===== src/rtl/rmii_transmitter.sv =====
// rmii_transmitter: byte stream to RMII dibit transmitter (preamble, SFD,
// payload LSB-first, inter-frame gap). tx_en/tx0/tx1 come straight from flops.
// Optional build macro RMII_TX_PAD_EN: short frames are padded with 0x00 up
// to 60 payload bytes before the gap.
module rmii_transmitter #(
    parameter int IFG_CYCLES     = 48,
    parameter int PREAMBLE_BYTES = 7
) (
    input  logic       clk,
    input  logic       reset,
    input  logic [7:0] tx_byte,
    input  logic       tx_valid,
    input  logic       tx_last,
    output logic       tx_ready,
    output logic       tx_en,
    output logic       tx0,
    output logic       tx1,
    output logic       busy,
    output logic       underrun
);
    localparam int IFG_W = $clog2(IFG_CYCLES + 1);
    localparam int PRE_W = $clog2(PREAMBLE_BYTES + 1);

    typedef enum logic [2:0] {
        S_IDLE,
        S_PREAMBLE,
        S_SFD,
        S_DATA,
`ifdef RMII_TX_PAD_EN
        S_PAD,
`endif
        S_IFG
    } state_t;

    state_t           state_q, state_d;
    logic [1:0]       dcnt_q, dcnt_d;
    logic [PRE_W-1:0] pre_q, pre_d;
    logic [IFG_W-1:0] ifg_q, ifg_d;
    logic [7:0]       byte_q, byte_d;
    logic             last_q, last_d;
    logic             tx_en_d;
    logic [1:0]       dib_d;
`ifdef RMII_TX_PAD_EN
    logic [6:0]       cnt_q, cnt_d;
`endif

    assign busy = (state_q != S_IDLE);

    // Next-state, counters, handshake; the output dibit is derived from the
    // next state so the output flops present it on the following clock.
    always_comb begin
        state_d  = state_q;
        dcnt_d   = dcnt_q;
        pre_d    = pre_q;
        ifg_d    = ifg_q;
        byte_d   = byte_q;
        last_d   = last_q;
`ifdef RMII_TX_PAD_EN
        cnt_d    = cnt_q;
`endif
        tx_ready = 1'b0;
        underrun = 1'b0;
        tx_en_d  = 1'b0;
        dib_d    = 2'b00;

        case (state_q)
            S_IDLE: begin
                tx_ready = 1'b1;
                if (tx_valid) begin
                    byte_d  = tx_byte;
                    last_d  = tx_last;
                    dcnt_d  = 2'd0;
                    pre_d   = '0;
                    ifg_d   = '0;
`ifdef RMII_TX_PAD_EN
                    cnt_d   = '0;
`endif
                    state_d = S_PREAMBLE;
                end
            end
            S_PREAMBLE: begin
                dcnt_d = dcnt_q + 2'd1;
                if (dcnt_q == 2'd3) begin
                    if (pre_q == PRE_W'(PREAMBLE_BYTES - 1)) state_d = S_SFD;
                    else pre_d = pre_q + PRE_W'(1);
                end
            end
            S_SFD: begin
                dcnt_d = dcnt_q + 2'd1;
                if (dcnt_q == 2'd3) state_d = S_DATA;
            end
            S_DATA: begin
                dcnt_d = dcnt_q + 2'd1;
                if (dcnt_q == 2'd3) begin
`ifdef RMII_TX_PAD_EN
                    cnt_d = (cnt_q == 7'h7F) ? cnt_q : cnt_q + 7'd1;
`endif
                    if (last_q) begin
`ifdef RMII_TX_PAD_EN
                        // cnt_q excludes this byte, so < 59 means < 60 sent
                        state_d = (cnt_q < 7'd59) ? S_PAD : S_IFG;
`else
                        state_d = S_IFG;
`endif
                    end else begin
                        tx_ready = 1'b1;
                        if (tx_valid) begin
                            byte_d = tx_byte;
                            last_d = tx_last;
                        end else begin
                            // upstream starved us: truncate the frame
                            underrun = 1'b1;
                            state_d  = S_IFG;
                        end
                    end
                end
            end
`ifdef RMII_TX_PAD_EN
            S_PAD: begin
                dcnt_d = dcnt_q + 2'd1;
                if (dcnt_q == 2'd3) begin
                    cnt_d = (cnt_q == 7'h7F) ? cnt_q : cnt_q + 7'd1;
                    if (cnt_q >= 7'd59) state_d = S_IFG;
                end
            end
`endif
            S_IFG: begin
                if (ifg_q == IFG_W'(IFG_CYCLES - 1)) state_d = S_IDLE;
                else ifg_d = ifg_q + IFG_W'(1);
            end
            default: state_d = S_IDLE;
        endcase

        case (state_d)
            S_PREAMBLE: begin
                tx_en_d = 1'b1;
                dib_d   = 2'b01;
            end
            S_SFD: begin
                tx_en_d = 1'b1;
                dib_d   = (dcnt_d == 2'd3) ? 2'b11 : 2'b01;
            end
            S_DATA: begin
                tx_en_d = 1'b1;
                dib_d   = byte_d[{dcnt_d, 1'b0} +: 2];
            end
`ifdef RMII_TX_PAD_EN
            S_PAD: tx_en_d = 1'b1;
`endif
            default: ;
        endcase
    end

    // State, counters and registered RMII outputs.
    always_ff @(posedge clk) begin
        if (reset) begin
            state_q <= S_IDLE;
            dcnt_q  <= 2'd0;
            pre_q   <= '0;
            ifg_q   <= '0;
            byte_q  <= 8'h00;
            last_q  <= 1'b0;
            tx_en   <= 1'b0;
            tx0     <= 1'b0;
            tx1     <= 1'b0;
`ifdef RMII_TX_PAD_EN
            cnt_q   <= '0;
`endif
        end else begin
            state_q <= state_d;
            dcnt_q  <= dcnt_d;
            pre_q   <= pre_d;
            ifg_q   <= ifg_d;
            byte_q  <= byte_d;
            last_q  <= last_d;
            tx_en   <= tx_en_d;
            tx0     <= dib_d[0];
            tx1     <= dib_d[1];
`ifdef RMII_TX_PAD_EN
            cnt_q   <= cnt_d;
`endif
        end
    end

endmodule


===== config.mk =====
export PLATFORM = sky130hd
export DESIGN_NAME = rmii_transmitter
export DESIGN_NICKNAME = d
export VERILOG_FILES = /design/src/rtl/rmii_transmitter.sv
export SDC_FILE = /design/constraint.sdc
export NUM_CORES = 1
export LEC_CHECK = 0
export ABC_AREA = 1
export CAP_MARGIN = 30
export CORE_MARGIN = 4
export CORE_UTILIZATION = 50
export CTS_CLUSTER_DIAMETER = 100
export CTS_CLUSTER_SIZE = 24
export DETAILED_ROUTE_END_ITERATION = 10
export GPL_TIMING_DRIVEN = 0
export PLACE_DENSITY = 0.73
export SYNTH_ARGS = -nofsm -noshare
export SYNTH_HDL_FRONTEND = slang
export SYNTH_SLANG_ARGS = --single-unit

===== constraint.sdc =====
create_clock -name clk -period 3.4 [get_ports clk]
set_clock_uncertainty 0.1 [all_clocks]
set_input_delay 1.02 -clock clk [delete_from_list [all_inputs] [get_ports clk]]
set_output_delay 1.02 -clock clk [all_outputs]
set_load 0.005 [all_outputs]

==> impl_metrics.csv <==
group,metric,value,unit
status,run_status,"finished, final reports clean",
logic_synthesis,yosysWarnings,0,
cells_and_area,fin_cells,243,
sta,slew_violations,0,
sta,hold_viol_final,0,
clocking,cts_buffers,3,
logic_synthesis,synth-main-ff-cell,"dfxtp_1",
global_route,globalRouteOverflowTotal,0,
global_route,grt_util_met3,2.55,%
setup_path,slowest_delay,0.51,ns
place,place_inst,239,
detailed_routing,wl,2.79,mm
logic_synthesis,synthSimpleGateAreaFrac,31.2,%
cells_and_area,diodes,0,
floorplanning,ioPinCount,18,
logic_synthesis,syn_inst,193,
global_route,grt_max_degree,16,
sta,rsz0062_at_grt,"no",
clocking,post_cts_buffers,0,
floorplanning,die_area,3670,um^2
logic_synthesis,synth_compound_gate_area_share,14.9,%
logic_synthesis,synth.mux.area_fraction,0,%
detailed_routing,post-route-drc-count,0,
cells_and_area,area_growth,18.0,%
detailed_routing,viasPerCell,5.20,
floorplanning,die_h,60.6,um
floorplanning,std_cell_rows,18,
logic_synthesis,synth-seq-area-share,37.6,%
setup_path,cp_data_arrival_time,2.15,ns
detailed_routing,drt_iter0_markers,51,
logic_synthesis,synth_area_leader_cell,"dfxtp_1",
setup_path,crit_slowest_cell,"clkdlybuf4s50_1",
detailed_routing,wl_per_cell,11.5,um
min_path,holdPathEnd,"byte_q[3]",
global_route,top_usage_layer,"met2",
setup_path,r2r_end,"ifg_q[4]",
power,power_leakage,0.000702,uW
min_path,whs_path_depth,2,
logic_synthesis,synth_area,1380,um^2
setup_path,cp_cell_sequence,"dlygate4sd2_1 -> inv_2 -> nand2_1 -> nor2_1 -> clkdlybuf4s50_1",
clocking,clockBufferDepth,2,
detailed_routing,vias,1264,
sta,max_slew.worst_pin.slew,0.476,ns
logic_synthesis,synth_area_leaders,"dfxtp_1 38%, inv_1 9.5%, nand2_1 8.1%, nor2_1 6.8%, nand3_1 4.0%",
setup_path,required,2.28,ns
cells_and_area,finalNetCount,230,
global_route,met2_usage,31.5,%
floorplanning,start_util,53.9,%
clocking,cts_tree,"yes",
power,power.total,644,uW
setup_path,reg2reg_slack,1.54,ns
sta,period_share,96.1,%
global_route,antenna_found_initial,0,
detailed_routing,first_pass_iters,4,
floorplanning,core_area,2570,um^2
flow_run,maxCapViolations,0,
setup_path,critPathBufInv,3,
logic_synthesis,synth-async-reset-ratio,0,%
clocking,clock_sinks,26,
setup_path,crit_fanout,5,
logic_synthesis,synth_edf_count,0,
logic_synthesis,synth_top_area_share,37.6,%
sta,whs,0.382,ns
clocking,htree_levels,1,
floorplanning,die_x,60.6,um
logic_synthesis,synth_top_family_by_area,"simple AND/OR/NAND/NOR gates",
place,dp_hpwl,2.20,mm
setup_path,crit_family,"buffers and inverters",
setup_path,start_kind,"input pin",
setup_path,rr_worst_depth,8,
logic_synthesis,ys_types,32,
setup_path,cp-end-kind,"output pin",
setup_path,r2r_start,"ifg_q[0]",
power,ir_drop,241,uV
sta,timing.fmax,306,MHz
logic_synthesis,syn_area_per_cell,7.17,um^2
sta,min_period,3.27,ns
logic_synthesis,syn-num-nets,209,
global_route,grt_pass1_vias,1216,
cells_and_area,fill_cells,237,
clocking,clk_pin_slew,0.15,ns
min_path,hp-class,"reg -> reg",
cells_and_area,drive_gt1_share,12.2,%
place,port_buffers,16,
sta,tns,0,ns
cells_and_area,postLayoutCellArea,1630,um^2
place,globalplace.congestion,0.830,
global_route,use_met1,23.9,%
sta,finalSetupViolCount,0,
global_route,grt_pass1_wl,5.15,mm
clocking,cts-root-buf,"clkbuf_4",
place,place_area,1580,um^2
power,p_per_area,394,nW/um^2
setup_path,crit_type,"in -> out",
clocking,insertion_delay,0.32,ns
min_path,hold_path_startpoint,"byte_q[3]",
logic_synthesis,synth-seq-cells,26,
logic_synthesis,synthAdderAreaFrac,3.62,%
logic_synthesis,synth_xor_area_share,1.27,%
detailed_routing,drt.antenna.violating_nets,0,
sta,slew_headroom,68.3,%
global_route,grt_util_all_layers,18.1,%
## stage by stage
| stage | setup slack (ns) | utilization, % |
|---|---|---|
| after floorplan | 0.977 | - |
| after global placement | -0.127 | 61.6 |
| after CTS | 0.122 | 63.6 |
| after global routing | 0.0640 | 63.6 |
| after detailed placement | -0.163 | 61.6 |
| final | 0.132 | 63.6 |
## logic make-up after synthesis
group | count (synthesis)
AO/OA/AOI/OAI | 34
buffers and inverters | 39
adder cells (fa/ha/maj) | 4
flip-flops | 26
XOR/XNOR | 2
AND/OR/NAND/NOR | 88
## power by group
part	total [uW]	internal, uW	switching (uW)
Clock	209	119	90.0
Sequential	327	319	8.09
Combinational	108	46.1	62.1
## registers in the layout, summed over array words and instances (netlist names)
name,count
state_q,3
tx_en,1
byte_q,8
last_q,1
ifg_q,6
pre_q,3
dcnt_q,2
tx0,1
tx1,1
## synthesized netlist by cell type, drive strengths merged, types with 3 or more instances
| cell | number |
|---|---|
| nand2 | 37 |
| inv | 36 |
| nor2 | 28 |
| dfxtp | 26 |
| o21ai | 18 |
| nand3 | 13 |
| a21oi | 9 |
| ha | 4 |
| nor3 | 4 |
| nand4 | 3 |
## tightest hold or removal path: cells and delay by family (launching register included)
family	cells	cell delay, ns
AOI/OAI and AO/OA	1	0.05
DFF	1	0.34
and+or+nand+nor	1	0.06
## metal layers
metal  vias to the layer above  share of wire [%]
li1                        654                  -
met1                       576                 48
met2                        32                 46
met3                         2                5.5
met4                         0               0.68
met5                         -                  0
## final cells by class
| class | count | area, um^2 | area share (%) |
|---|---|---|---|
| flip-flops and latches | 26 | 520 | 31.9 |
| clock buffers | 3 | 22.5 | 1.38 |
| multi-input cells | 128 | 706 | 43.2 |
| well taps | 30 | 37.5 | 2.30 |
| inverters | 36 | 135 | 8.28 |
| repair buffers | 16 | 159 | 9.73 |
| plain buffers | 3 | 22.5 | 1.38 |
| clock inverters | 1 | 30.0 | 1.84 |
## placed cells by master, fill, tap and decap left out, drive strengths merged
master	instances
nor2	28
dlygate4sd2	1
bufinv	1
ha	4
a31oi	1
clkdlybuf4s50	15
nor3	4
o2111ai	1
o21bai	1
o211a	1
o21ai	18
nor3b	2
o211ai	1
nand3	13
o22ai	2
clkbuf	5
and2	1
buf	1
dfxtp	26
a21oi	9
nand2	37
inv	36
xor2	2
nand4	3
## what timing repair did
action / in CTS / in global routing
hold buffers: 0 / 0
gates resized for setup: 2 / 0
setup endpoints to repair: 1 / 0
## worst max path at each step
| stage | end | cells after the start | start |
|---|---|---|---|
| floorplan | underrun | 3 | tx_valid |
| global placement | underrun | 5 | tx_valid |
| detailed placement | underrun | 5 | tx_valid |
| CTS | underrun | 5 | tx_valid |
| global route | underrun | 5 | tx_valid |
| finish | underrun | 5 | tx_valid |
Note: power is estimated with default switching activity, not from simulation.
